--- config.mk ---
export PLATFORM = sky130hd
export DESIGN_NAME = alu_multicycle
export DESIGN_NICKNAME = d
export VERILOG_FILES = /design/src/rtl/alu_pkg.sv /design/src/rtl/alu_core.sv /design/src/rtl/alu_multicycle.sv
export SDC_FILE = /design/constraint.sdc
export NUM_CORES = 1
export LEC_CHECK = 0
export ABC_CLOCK_PERIOD_IN_PS = 4500
export CAP_MARGIN = 20
export CORE_ASPECT_RATIO = 2
export CORE_MARGIN = 2
export CORE_UTILIZATION = 45
export CTS_BUF_LIST = sky130_fd_sc_hd__clkbuf_8
export CTS_CLUSTER_DIAMETER = 80
export DETAILED_ROUTE_END_ITERATION = 6
export PLACE_DENSITY = 0.71
export SLEW_MARGIN = 20
export SYNTH_ARGS = -nofsm -noshare
export SYNTH_HDL_FRONTEND = slang
export SYNTH_HIERARCHICAL = 1
export SYNTH_SLANG_ARGS = --single-unit
export TNS_END_PERCENT = 50
--- constraint.sdc ---
create_clock -name clk -period 4.5 [get_ports clk]
set_input_delay 0.9 -clock clk [delete_from_list [all_inputs] [get_ports clk]]
set_output_delay 0.9 -clock clk [all_outputs]
set_load 0.02 [all_outputs]
--- src/rtl/alu_pkg.sv ---
// ---------------------------------------------------------------------------
// alu_pkg
// Shared definitions for the EX-stage ALU:
//   - the 4-bit ALU_OP encodings (also used by the ALU control decoder)
//   - the FSM state encoding of alu_multicycle
//   - a helper that identifies the iterative shift operations
// ---------------------------------------------------------------------------
package alu_pkg;

  localparam logic [3:0] ALU_AND  = 4'b0000;
  localparam logic [3:0] ALU_OR   = 4'b0001;
  localparam logic [3:0] ALU_SUM  = 4'b0010;
  localparam logic [3:0] ALU_EQ   = 4'b0011;
  localparam logic [3:0] ALU_SLL  = 4'b0100;
  localparam logic [3:0] ALU_SRL  = 4'b0101;
  localparam logic [3:0] ALU_SRA  = 4'b0111;
  localparam logic [3:0] ALU_XOR  = 4'b1000;
  localparam logic [3:0] ALU_NOR  = 4'b1001;
  localparam logic [3:0] ALU_SUB  = 4'b1010;
  localparam logic [3:0] ALU_GE   = 4'b1100;
  localparam logic [3:0] ALU_GEU  = 4'b1101;
  localparam logic [3:0] ALU_SLT  = 4'b1110;
  localparam logic [3:0] ALU_SLTU = 4'b1111;

  typedef enum logic {
    IDLE  = 1'b0,
    SHIFT = 1'b1
  } state_t;

  function automatic logic is_shift(input logic [3:0] op);
    return (op == ALU_SLL) || (op == ALU_SRL) || (op == ALU_SRA);
  endfunction

endpackage

--- src/rtl/alu_core.sv ---
// ---------------------------------------------------------------------------
// alu_core
// Purely combinational single-cycle ALU operations: logic, add/sub and
// compares. Shift and undefined opcodes produce 0 here; shifts are executed
// iteratively by alu_multicycle.
// Ports:
//   op     : ALU_OP code
//   a, b   : operands
//   result : operation result (compares zero-extended to WIDTH)
// ---------------------------------------------------------------------------
module alu_core
  import alu_pkg::*;
#(
  parameter int WIDTH = 32
) (
  input  logic [3:0]       op,
  input  logic [WIDTH-1:0] a,
  input  logic [WIDTH-1:0] b,
  output logic [WIDTH-1:0] result
);

  always_comb begin
    result = '0;
    case (op)
      ALU_AND:  result = a & b;
      ALU_OR:   result = a | b;
      ALU_XOR:  result = a ^ b;
      ALU_NOR:  result = ~(a | b);
      ALU_SUM:  result = a + b;
      ALU_SUB:  result = a - b;
      ALU_EQ:   result = WIDTH'(a == b);
      ALU_GE:   result = WIDTH'($signed(a) >= $signed(b));
      ALU_GEU:  result = WIDTH'(a >= b);
      ALU_SLT:  result = WIDTH'($signed(a) < $signed(b));
      ALU_SLTU: result = WIDTH'(a < b);
      default:  result = '0;
    endcase
  end

endmodule

--- src/rtl/alu_multicycle.sv ---
// ---------------------------------------------------------------------------
// alu_multicycle
// EX-stage ALU. Single-cycle ops complete one cycle after acceptance; shifts
// move one bit per cycle, so a shift by k takes k+1 cycles.
// Ports:
//   clk, rst      : clock, synchronous active-high reset
//   start_i       : request, accepted only while idle (busy_o=0)
//   ALU_OP_i      : operation code
//   SRC_A_i       : operand A / shift source
//   SRC_B_i       : operand B / shift amount in [SHAMT_W-1:0]
//   busy_o        : high while an iterative shift is in progress
//   done_o        : one-cycle pulse, result/zero just updated
//   ALU_RESULT_o  : registered result, held until next done_o
//   ZERO_o        : registered (ALU_RESULT_o == 0)
// ---------------------------------------------------------------------------
module alu_multicycle
  import alu_pkg::*;
#(
  parameter int WIDTH   = 32,
  parameter int SHAMT_W = $clog2(WIDTH)
) (
  input  logic             clk,
  input  logic             rst,
  input  logic             start_i,
  input  logic [3:0]       ALU_OP_i,
  input  logic [WIDTH-1:0] SRC_A_i,
  input  logic [WIDTH-1:0] SRC_B_i,
  output logic             busy_o,
  output logic             done_o,
  output logic [WIDTH-1:0] ALU_RESULT_o,
  output logic             ZERO_o
);

  state_t               state_reg, state_next;
  logic [SHAMT_W-1:0]   cnt_reg, cnt_next;
  logic [WIDTH-1:0]     work_reg, work_next;
  logic [3:0]           op_reg, op_next;
  logic [WIDTH-1:0]     result_reg, result_next;
  logic                 zero_reg, zero_next;
  logic                 done_reg, done_next;

  logic [WIDTH-1:0]     core_result;
  logic [WIDTH-1:0]     shifted;
  logic [WIDTH-1:0]     load_val;
  logic                 load_en;
  logic [SHAMT_W-1:0]   shamt;

  assign shamt = SRC_B_i[SHAMT_W-1:0];

  alu_core #(
    .WIDTH (WIDTH)
  ) u_core (
    .op     (ALU_OP_i),
    .a      (SRC_A_i),
    .b      (SRC_B_i),
    .result (core_result)
  );

  // One-bit step of the shift held in the work register.
  always_comb begin
    shifted = work_reg;
    case (op_reg)
      ALU_SLL: shifted = {work_reg[WIDTH-2:0], 1'b0};
      ALU_SRL: shifted = {1'b0, work_reg[WIDTH-1:1]};
      ALU_SRA: shifted = {work_reg[WIDTH-1], work_reg[WIDTH-1:1]};
      default: shifted = work_reg;
    endcase
  end

  always_comb begin
    state_next = state_reg;
    cnt_next   = cnt_reg;
    work_next  = work_reg;
    op_next    = op_reg;
    done_next  = 1'b0;
    load_en    = 1'b0;
    load_val   = '0;

    case (state_reg)
      IDLE: begin
        if (start_i) begin
          if (is_shift(ALU_OP_i) && (shamt != '0)) begin
            work_next  = SRC_A_i;
            op_next    = ALU_OP_i;
            cnt_next   = shamt;
            state_next = SHIFT;
          end else begin
            // A shift by zero is just the source operand.
            load_en  = 1'b1;
            load_val = is_shift(ALU_OP_i) ? SRC_A_i : core_result;
          end
        end
      end
      SHIFT: begin
        work_next = shifted;
        cnt_next  = cnt_reg - SHAMT_W'(1);
        if (cnt_reg == SHAMT_W'(1)) begin
          load_en    = 1'b1;
          load_val   = shifted;
          state_next = IDLE;
        end
      end
      default: state_next = IDLE;
    endcase

    if (load_en) begin
      done_next = 1'b1;
    end
    result_next = load_en ? load_val : result_reg;
    zero_next   = load_en ? (load_val == '0) : zero_reg;
  end

  always_ff @(posedge clk) begin
    if (rst) begin
      state_reg  <= IDLE;
      cnt_reg    <= '0;
      work_reg   <= '0;
      op_reg     <= '0;
      result_reg <= '0;
      zero_reg   <= 1'b1;
      done_reg   <= 1'b0;
    end else begin
      state_reg  <= state_next;
      cnt_reg    <= cnt_next;
      work_reg   <= work_next;
      op_reg     <= op_next;
      result_reg <= result_next;
      zero_reg   <= zero_next;
      done_reg   <= done_next;
    end
  end

  assign busy_o       = (state_reg == SHIFT);
  assign done_o       = done_reg;
  assign ALU_RESULT_o = result_reg;
  assign ZERO_o       = zero_reg;

endmodule

==> Word level (Yosys, flattened, before mapping) <==
Index checks and enable logic that the tools add are counted.
{ "totals": {"elab_cells": 69, "output_inout_bits": 35, "reg_bits": 76} }
{ "op_classes": {"n_mux": 22, "reduce_logical": 8, "addsub": 3, "bitwise": 5, "n_eq_ne": 20, "n_lt_le_gt_ge": 4} }
{ "op_table": {"columns": ["cell", "n"], "rows": [
  ["$pmux 32 s11", 1],
  ["$mux 32", 6],
  ["$pmux 32 s2", 2],
  ["$pmux 32 s3", 1],
  ["$ge 32x32->1", 2],
  ["$lt 32x32->1", 2],
  ["$add 32x32->32", 1],
  ["$and 32x32->32", 1],
  ["$eq 32x32->1", 1],
  ["$logic_not 32->1", 1],
  ["$not 32->32", 1],
  ["$or 32x32->32", 1],
  ["$sub 32x32->32", 1],
  ["$xor 32x32->32", 1],
  ["$eq 4x4->1 const B", 7],
  ["$eq 4x3->1 const B", 6],
  ["$mux 5", 2],
  ["$pmux 5 s2", 1],
  ["$eq 4x2->1 const B", 2],
  ["$mux 1", 7],
  ["$eq 5x1->1 const B", 1],
  ["$reduce_bool 5->1", 1],
  ["$sub 5x1->5 const B", 1],
  ["$eq 4x1->1 const B", 1],
  ["8 further kinds", 11]
]} }

==> Logic depth before layout (Yosys ltp) <==
Gate-level depths: netlist of the first run.
{ "logic_depth": {"ltp_word": 8, "ltp_mapped": 20} }

==> Cells and area by module <==
The synthesis of the first run kept the hierarchy.
{ "modules_own_cells": {"columns": ["module", "seq_area_each_um2", "cells_per_inst", "area_per_inst_um2", "n_inst"], "rows": [
  ["alu_core", 0.0, 807, 5236.3, 1],
  ["alu_multicycle", 1521.5, 485, 4051.4, 1]
]} }

==> Worst setup path before layout of the first run <==
No wires, ideal clock.
{ "synth_path": {"path_kind": "input-to-reg", "start": "input SRC_A_i[12]", "end": "register zero_reg, in the netlist ZERO_o", "stages": 18, "setup_slack_ns": 0.404, "arrival_time_ns": 4.027, "path_cell_list": "inv_1 ha_1 or2_4 or4_4 a211oi_2 a21oi_1 a21boi_4 o31a_1 a211oi_2 mux2i_1 o221ai_2 nor4_1 o211ai_1 o21ai_0 a21oi_1 nor3_1 nand4_1 o21ai_1"} }
{ "synth_lines": {"columns": ["item", "line", "rtl"], "rows": [
  ["from (decl)", "alu_multicycle.sv:26", "input logic [WIDTH-1:0] SRC_A_i,"],
  ["$sub 32x32->32 or $add 32x32->32 (tied branches)", "alu_core.sv:30, alu_core.sv:29", null],
  ["$pmux 32 s11 *", "alu_core.sv:24", "case (op)"],
  ["net core_result[26]", "alu_multicycle.sv:42", "logic [WIDTH-1:0] core_result;"],
  ["$mux 32 *", "alu_multicycle.sv:90", "load_val = is_shift(ALU_OP_i) ? SRC_A_i : core_result;"],
  ["$mux 32 *", "alu_multicycle.sv:82", "if (is_shift(ALU_OP_i) && (shamt != '0)) begin"],
  ["$mux 32 *", "alu_multicycle.sv:81", "if (start_i) begin"],
  ["$pmux 32 s2 *", "alu_multicycle.sv:79", "case (state_reg)"],
  ["$logic_not 32->1 *", "alu_multicycle.sv:110", "zero_next = load_en ? (load_val == '0) : zero_reg;"],
  ["to (signal assigned)", "alu_multicycle.sv:128", "zero_reg <= zero_next;"],
  ["to (decl)", "alu_multicycle.sv:39", "logic zero_reg, zero_next;"]
]} }
The timed path passes the listed nets; every way through them passes the cells marked *.
A chain may end at the register's enable or synchronous reset.

==> Final worst setup path of the first run <==
{ "layout_path": {"start": "input SRC_B_i[4]", "end": "register zero_reg, in the netlist ZERO_o"} }
{ "layout_lines": {"columns": ["item", "line", "rtl"], "rows": [
  ["from (decl)", "alu_multicycle.sv:27", "input logic [WIDTH-1:0] SRC_B_i,"],
  ["$sub 32x32->32 or $add 32x32->32 (tied branches)", "alu_core.sv:30, alu_core.sv:29", null],
  ["$pmux 32 s11 *", "alu_core.sv:24", null],
  ["net core_result[27]", "alu_multicycle.sv:42", null],
  ["$mux 32 *", "alu_multicycle.sv:90", null],
  ["$mux 32 *", "alu_multicycle.sv:82", null],
  ["$mux 32 *", "alu_multicycle.sv:81", null],
  ["$pmux 32 s2 *", "alu_multicycle.sv:79", null],
  ["$logic_not 32->1 *", "alu_multicycle.sv:110", null]
]} }
Marks and branches as above.

==> results of run 1 <==
worst min-delay path, cell delays in order, from the launching register on:
cell and delay (ps):
dfxtp_1 310, nand2_1 50, a21oi_1 60
worst max-delay path by stage:
| stage | startpoint | to | slack [ps] | depth (start not counted) |
|---|---|---|---|---|
| 2_1_floorplan | SRC_A_i[12] | ZERO_o | 400 | 18 |
| 3_3_place_gp | SRC_A_i[12] | ZERO_o | -750 | 19 |
| 3_5_place_dp | SRC_A_i[12] | ZERO_o | -820 | 19 |
| 4_1_cts | SRC_B_i[0] | ZERO_o | 2 | 20 |
| 5_1_grt | SRC_B_i[3] | ZERO_o | -160 | 20 |
| 6_report | SRC_B_i[4] | ZERO_o | 10 | 21 |
final cells by class:
type	instances	area share
multi-input cells	998	0.558
flip-flops and latches	76	0.116
inverters	126	0.0361
repair buffers	404	0.254
well taps	266	0.0254
clock buffers	9	0.00945
clock inverters	4	0.00162
logic make-up (layout without fill, tap and decap cells):
group | after synthesis | in the layout | synth area share
flops | 76 | 76 | 0.164
simple gates | 391 | 391 | 0.200
compound gates | 460 | 460 | 0.357
mux | 37 | 37 | 0.0407
fa+ha+maj | 101 | 101 | 0.138
xor+xnor | 9 | 9 | 0.00849
buf+inv | 218 | 543 | 0.0930
stage by stage:
step | instances | total power [mW] | hold WS (ps) | area, um^2
after global routing | 1883 | 2.75 | 498 | 13100
after floorplan | 1292 | 1.42 | 458 | 9290
after CTS | 1881 | 2.55 | 471 | 12800
after detailed placement | 1865 | 2.10 | 457 | 12600
after global placement | 1865 | 2.09 | 448 | 12600
final | 1883 | 2.63 | 466 | 13100
power by group:
group          switching, mW  internal, mW
Sequential            0.0321         0.709
Combinational          0.784         0.664
Clock                  0.255         0.187
what timing repair did:
action / in CTS / in global routing
hold buffers: 0 / 0
resized for setup: 27 / 49
pin swaps: 18 / 20
buffers inserted: 3 / 2
endpoints found under the setup margin: 2 / 5
cells in the final DEF, fill, tap and decap left out, types with 10 or more instances in the layout:
cell and count:
clkdlybuf4s50_1 94, nor4_1 10, nand3_1 23, o211ai_1 13, ha_1 87, nand2_1 80
nor2_1 161, a21o_1 17, a221o_1 13, o21ai_1 14, nor2b_1 14, nor3_1 19
o21bai_1 10, a221oi_1 32, o22ai_1 36, nand2b_1 13, dfxtp_1 76, mux2i_1 30
o21ai_0 43, a21oi_1 112, inv_1 118, a222oi_1 56, nand4_1 10, buf_4 295
a31oi_1 12
metal layers:
layer / wire length [um] / share of wire / track usage / up-vias
li1: - / - / - / 5464
met1: 14400 / 0.34 / 0.386 / 5563
met2: 20900 / 0.50 / 0.659 / 740
met3: 2700 / 0.065 / 0.0327 / 215
met4: 3870 / 0.092 / 0.275 / 0
met5: 0 / 0 / 0 / -
==> results.md, run 1 <==
- CP max-delay cell: clkdlybuf4s50_1
- Worst Hold Class: flip-flop to flip-flop
- Synthesized area: 9290 um^2
- Final WL: 41900 um
- Period Utilization, post-route: 0.997
- Min Clock Period, post-route: 4490 ps
- CTS H-tree depth: 3
- CTS buffer count: 9
- Nets: 1787
- Least-Margin Pin Slew: 1040 ps
- Pin count of the biggest net entering global routing: 43
- Area grow syn2layout: 41.1%
- Clk Latency, worst-skew pair: 360 ps
- Drt pass-1 iters: 7
- Post-synth ARST share: 0
- RR Endpoint: ZERO_o
- CTS tree: done
- Core Rows: 74
- PortBufs: 105
- Worst EP required: 4800 ps
- Final worst setup slack: 12.7 ps
- Critical path class: primary input to flip-flop
- Die Y: 207 um
- CTS Root Cell: clkbuf_8
- Overall Global Routing Usage: 0.366
- Clock sinks: 76
- DPL Wire Length: 33000 um
- Initial antenna violation count: 0
- Synthesized area per cell: 7.19 um^2
- Max cap viols: 0
- Core region area: 20400 um^2
- Buffers plus inverters on the worst setup path: 5
- Yosys top cell by area: dfxtp_1
- CP max FO: 5
- CP Data Arrival Time: 4780 ps
- Top cells by count, synth: 164 x nor2_1, 119 x a21oi_1, 119 x inv_1
- WHS Endpoint: ALU_RESULT_o[2]
- Outcome: finished, violations left
- P per Cell Area: 201 nW/um^2
- Slew Limit Fails: 0
- Final hold vios: 0
- Die ar.: 21900 um^2
- Clock buffer depth: 2
- Vias per cell: 6.36
- Fmax: 0.223 GHz
- Startpoint types: primary input
- Yosys cell types: 87
- Clk slew on worst S/H paths: 80 ps
- Layout Utilization: 0.643
- Final Setup Violations: 0
- Die W: 106 um
- Critical path's top delay family: compound AO/OA/AOI/OAI gates
- HP Start: ALU_RESULT_o[2]
- Seq/Total Area, Yosys: 0.164
- Reg2Reg Setup Slack: 1740 ps
- Share of cells above drive strength 1: 0.250
- Hold depth: 2
- Post-synth top area share: 0.164
- Vias: 12000
- Initial Util: 0.456
- Pre-CTS WS: -816 ps
- Leakage Power: 6.07 nW
- Max-Slew Margin vs Limit: 0.305
- Clock Skew: 12.9 ps
- Crit. End Element: flip-flop
- Synth warn: 6
- Ant diodes: 0
- Mapped Nets: 1464
- Initial DRC count: 1310
- RSZ-0062 raised after global routing: yes
- I/O Pins: 106
- Worst R2R Path Depth: 8
- Post-synth EDFFs: 0
- Gr ovfl total: 0
- Antenna-violating nets left: 0
- Failing checks: DRC
- Global-route wire length before repair: 63500 um
- Crit-path cells: clkdlybuf4s50_1, inv_1, ha_2, buf_4, and4_1, o21ai_1, a21oi_2, o22ai_1, buf_4, buf_4, o41ai_4, o22ai_1, nand2_1, o211ai_1, nor4_4, o211ai_1, o21ai_1, a21oi_1, nor3_1, nand4_1, o21ai_1
- Cell with the most instances after synthesis: nor2_1
- Register area: 1520 um^2
- Reg2reg start: op_reg[3]
- Synth area leaders: dfxtp_1 16%, ha_1 13%, nor2_1 6.6%
- Yosys reg bits: 76
- Synth Flop Type: dfxtp_1
- Post-synthesis cell count: 1292
- Max stage delay on crit path: 500 ps
- Placer Congestion: 1.01
- Vias in the first global route: 11800
- Drt wl/cell: 22.2 um
- Peak VDD IR: 0.393 mV
- Final total negative setup slack: 0 ps
- Filler cells: 1850
- Area of the multi-input gates: 7310 um^2
- DRC violations left: 15
Power figures use the tool's default switching activity.
==> inputs of run 2 (changes only) <==
Settings changed: GPL_TIMING_DRIVEN from default to 0.
==> results.md, run 2 (synthesized netlist as in run 1, its figures left out) <==
- Outcome: finished, violations left
- Failing checks: DRC, setup timing
- Max stage delay on crit path: 510 ps (about the same)
- Comb pwr share: 0.473 (-0.077)
- Peak VDD IR: 0.337 mV (-14%)
- HP Start: ALU_RESULT_o[2]
- Initial antenna violation count: 0 (unchanged)
- Clock Skew: 14.1 ps (+1.17 ps)
- Share of cells above drive strength 1: 0.144 (-0.106)
- Antenna-violating nets left: 0 (unchanged)
- CTS Root Cell: clkbuf_8
- # hold bufs at CTS: 0 (unchanged)
- Critical path class: primary input to flip-flop
- Overall Global Routing Usage: 0.388 (+0.0219)
- Final Setup Violations: 1 (+1)
- Clock sinks: 76 (unchanged)
- Worst R2R Path Depth: 7 (-1)
- Buffers plus inverters on the worst setup path: 4 (-1)
- Worst EP required: 4810 ps (about the same)
- Drt pass-1 iters: 7 (unchanged)
- Max cap viols: 0 (unchanged)
- PortBufs: 105 (unchanged)
- Ant diodes: 0 (unchanged)
- CP Data Arrival Time: 4920 ps (+140 ps)
- P_sw: 1.10 mW (+2.4%)
- CP max FO: 10 (+5)
- CTS tree: done
- Global-route wire length before repair: 64800 um (+2.1%)
- RR Endpoint: ZERO_o
- Initial Util: 0.456 (unchanged)
- Die W: 106 um (unchanged)
- Core region area: 20400 um^2 (unchanged)
- Gr ovfl total: 0 (unchanged)
- Vias in the first global route: 11400 (-3.3%)
- I/O Pins: 106 (unchanged)
- Final hold vios: 0 (unchanged)
- Startpoint types: primary input
- Reg2Reg Setup Slack: 1270 ps (-470 ps)
- Least-Margin Pin Slew: 1140 ps (+101 ps)
- Initial DRC count: 1015 (-23%)
- Reg2reg start: op_reg[0]
- Leakage Power: 5.06 nW (-17%)
- Clock buffer depth: 2 (unchanged)
- Clk Latency, worst-skew pair: 380 ps (+20 ps)
- Fmax: 0.217 GHz (-2.7%)
- P per Cell Area: 228 nW/um^2 (+13%)
- Final total negative setup slack: -113 ps (-113 ps)
- Crit-path cells: clkdlybuf4s50_1, buf_1, nor2_1, nand2_1, clkbuf_2, clkbuf_2, nor2_1, a221oi_1, o21ai_0, nor4_1, o211ai_1, o21ai_1, a21oi_2, nor3_2, nand4_1, o21ai_1
- Clock share of power: 0.248 (+0.080)
- Commonest non-fill, non-tap cells in the layout: 160 x nor2_1, 114 x inv_1, 108 x a21oi_1, 86 x ha_1, 79 x nand2_1
- DPL Wire Length: 34600 um (+5.0%)
- Pin count of the biggest net entering global routing: 15 (-65%)
- Vias: 11300 (-5.3%)
- RSZ-0062 raised after global routing: yes
- DRC violations left: 20 (+5)
- Min Clock Period, post-route: 4610 ps (+125 ps)
- WHS Endpoint: ALU_RESULT_o[2]
- Sequential share of power: 0.279 (-0.003)
- Layout Utilization: 0.571 (-0.0723)
- Cell Int Power: 1.55 mW (-0.43%)
- Critical path's top delay family: buffers and inverters
- Area grow syn2layout: 25.2%
- Sw frac: 0.414 (+0.00686)
- CTS buffer count: 9 (unchanged)
- Period Utilization, post-route: 1.03 (+0.0279)
- Final WL: 43900 um (+4.9%)
- Hold depth: 2 (unchanged)
- Placer Congestion: 1.04 (+3.8%)
- Final worst setup slack: -113 ps (-125 ps)
- Die ar.: 21900 um^2 (unchanged)
- CTS H-tree depth: 3 (unchanged)
- Die Y: 207 um (unchanged)
- Worst Hold Class: flip-flop to flip-flop
- CP max-delay cell: clkdlybuf4s50_1
- Commonest non-fill, non-tap cell in the layout: nor2_1
- Drt wl/cell: 25.8 um (+16%)
- Nets: 1601 (-10%)
- Slew Limit Fails: 0 (unchanged)
- Filler cells: 2081 (+12%)
- Clk slew on worst S/H paths: 80 ps (about the same)
- Crit. End Element: flip-flop
- Core Rows: 74 (unchanged)
- Max-Slew Margin vs Limit: 0.227 (-0.0779)
- Vias per cell: 6.67 (+4.9%)
-- run 2: worst max path at each step --
stage,from,end,cells past startpoint
floorplan,SRC_A_i[12],ZERO_o,18
global placement,SRC_B_i[4],ZERO_o,20
detailed placement,SRC_A_i[21],ZERO_o,20
CTS,SRC_A_i[11],ZERO_o,19
global route,SRC_B_i[16],ZERO_o,19
finish,ALU_OP_i[2],ZERO_o,16
-- run 2: routing by layer --
layer  GRT usage  up-vias  wire (um)
met5           0        -          0
met4       0.365        0       4950
met3      0.0403      263       2740
met2       0.697      647      22100
met1       0.376     5334      14200
li1            -     5103          -
-- run 2: what timing repair did --
item	in CTS	in global routing
buffers inserted	15	9
pin swaps	28	37
gates cloned	1	0
endpoints found under the hold margin	0	0
resized for setup	149	55
endpoints found under the setup margin	16	3
-- run 2: metrics by stage --
step	total power, mW	hold WS (ps)	setup slack (ps)	instances	cell area, um^2
after detailed placement	1.84	454	-1430	1664	10700
after floorplan	1.42	458	404	1292	9290
final	2.65	481	-113	1700	11600
after global routing	2.76	497	-166	1700	11600
after CTS	2.58	469	0.270	1692	11400
after global placement	1.84	452	-1350	1663	10700
-- run 2: area by class of cell --
cell class,instances,area (um^2),share of cell area
well taps,266,333,0.0286
repair buffers,131,1200,0.103
inverters,126,473,0.0407
clock buffers,9,124,0.0106
clock inverters,7,123,0.0105
flip-flops and latches,76,1520,0.131
plain buffers,87,420,0.0361
multi-input cells,998,7440,0.640
-- run 2: power groups by stage --
stage               registers [mW]  logic, mW  clock network, mW
floorplan                    0.772      0.653                  0
global placement             0.751       1.09                  0
finish                       0.738       1.25              0.658
global route                 0.742       1.33              0.685
detailed placement           0.752       1.09                  0
CTS                          0.737       1.18              0.669
-- run 2: worst min-delay path, stage by stage (launching register included) --
cell and delay [ps]:
dfxtp_1 320, nand2_1 60, a21oi_1 60
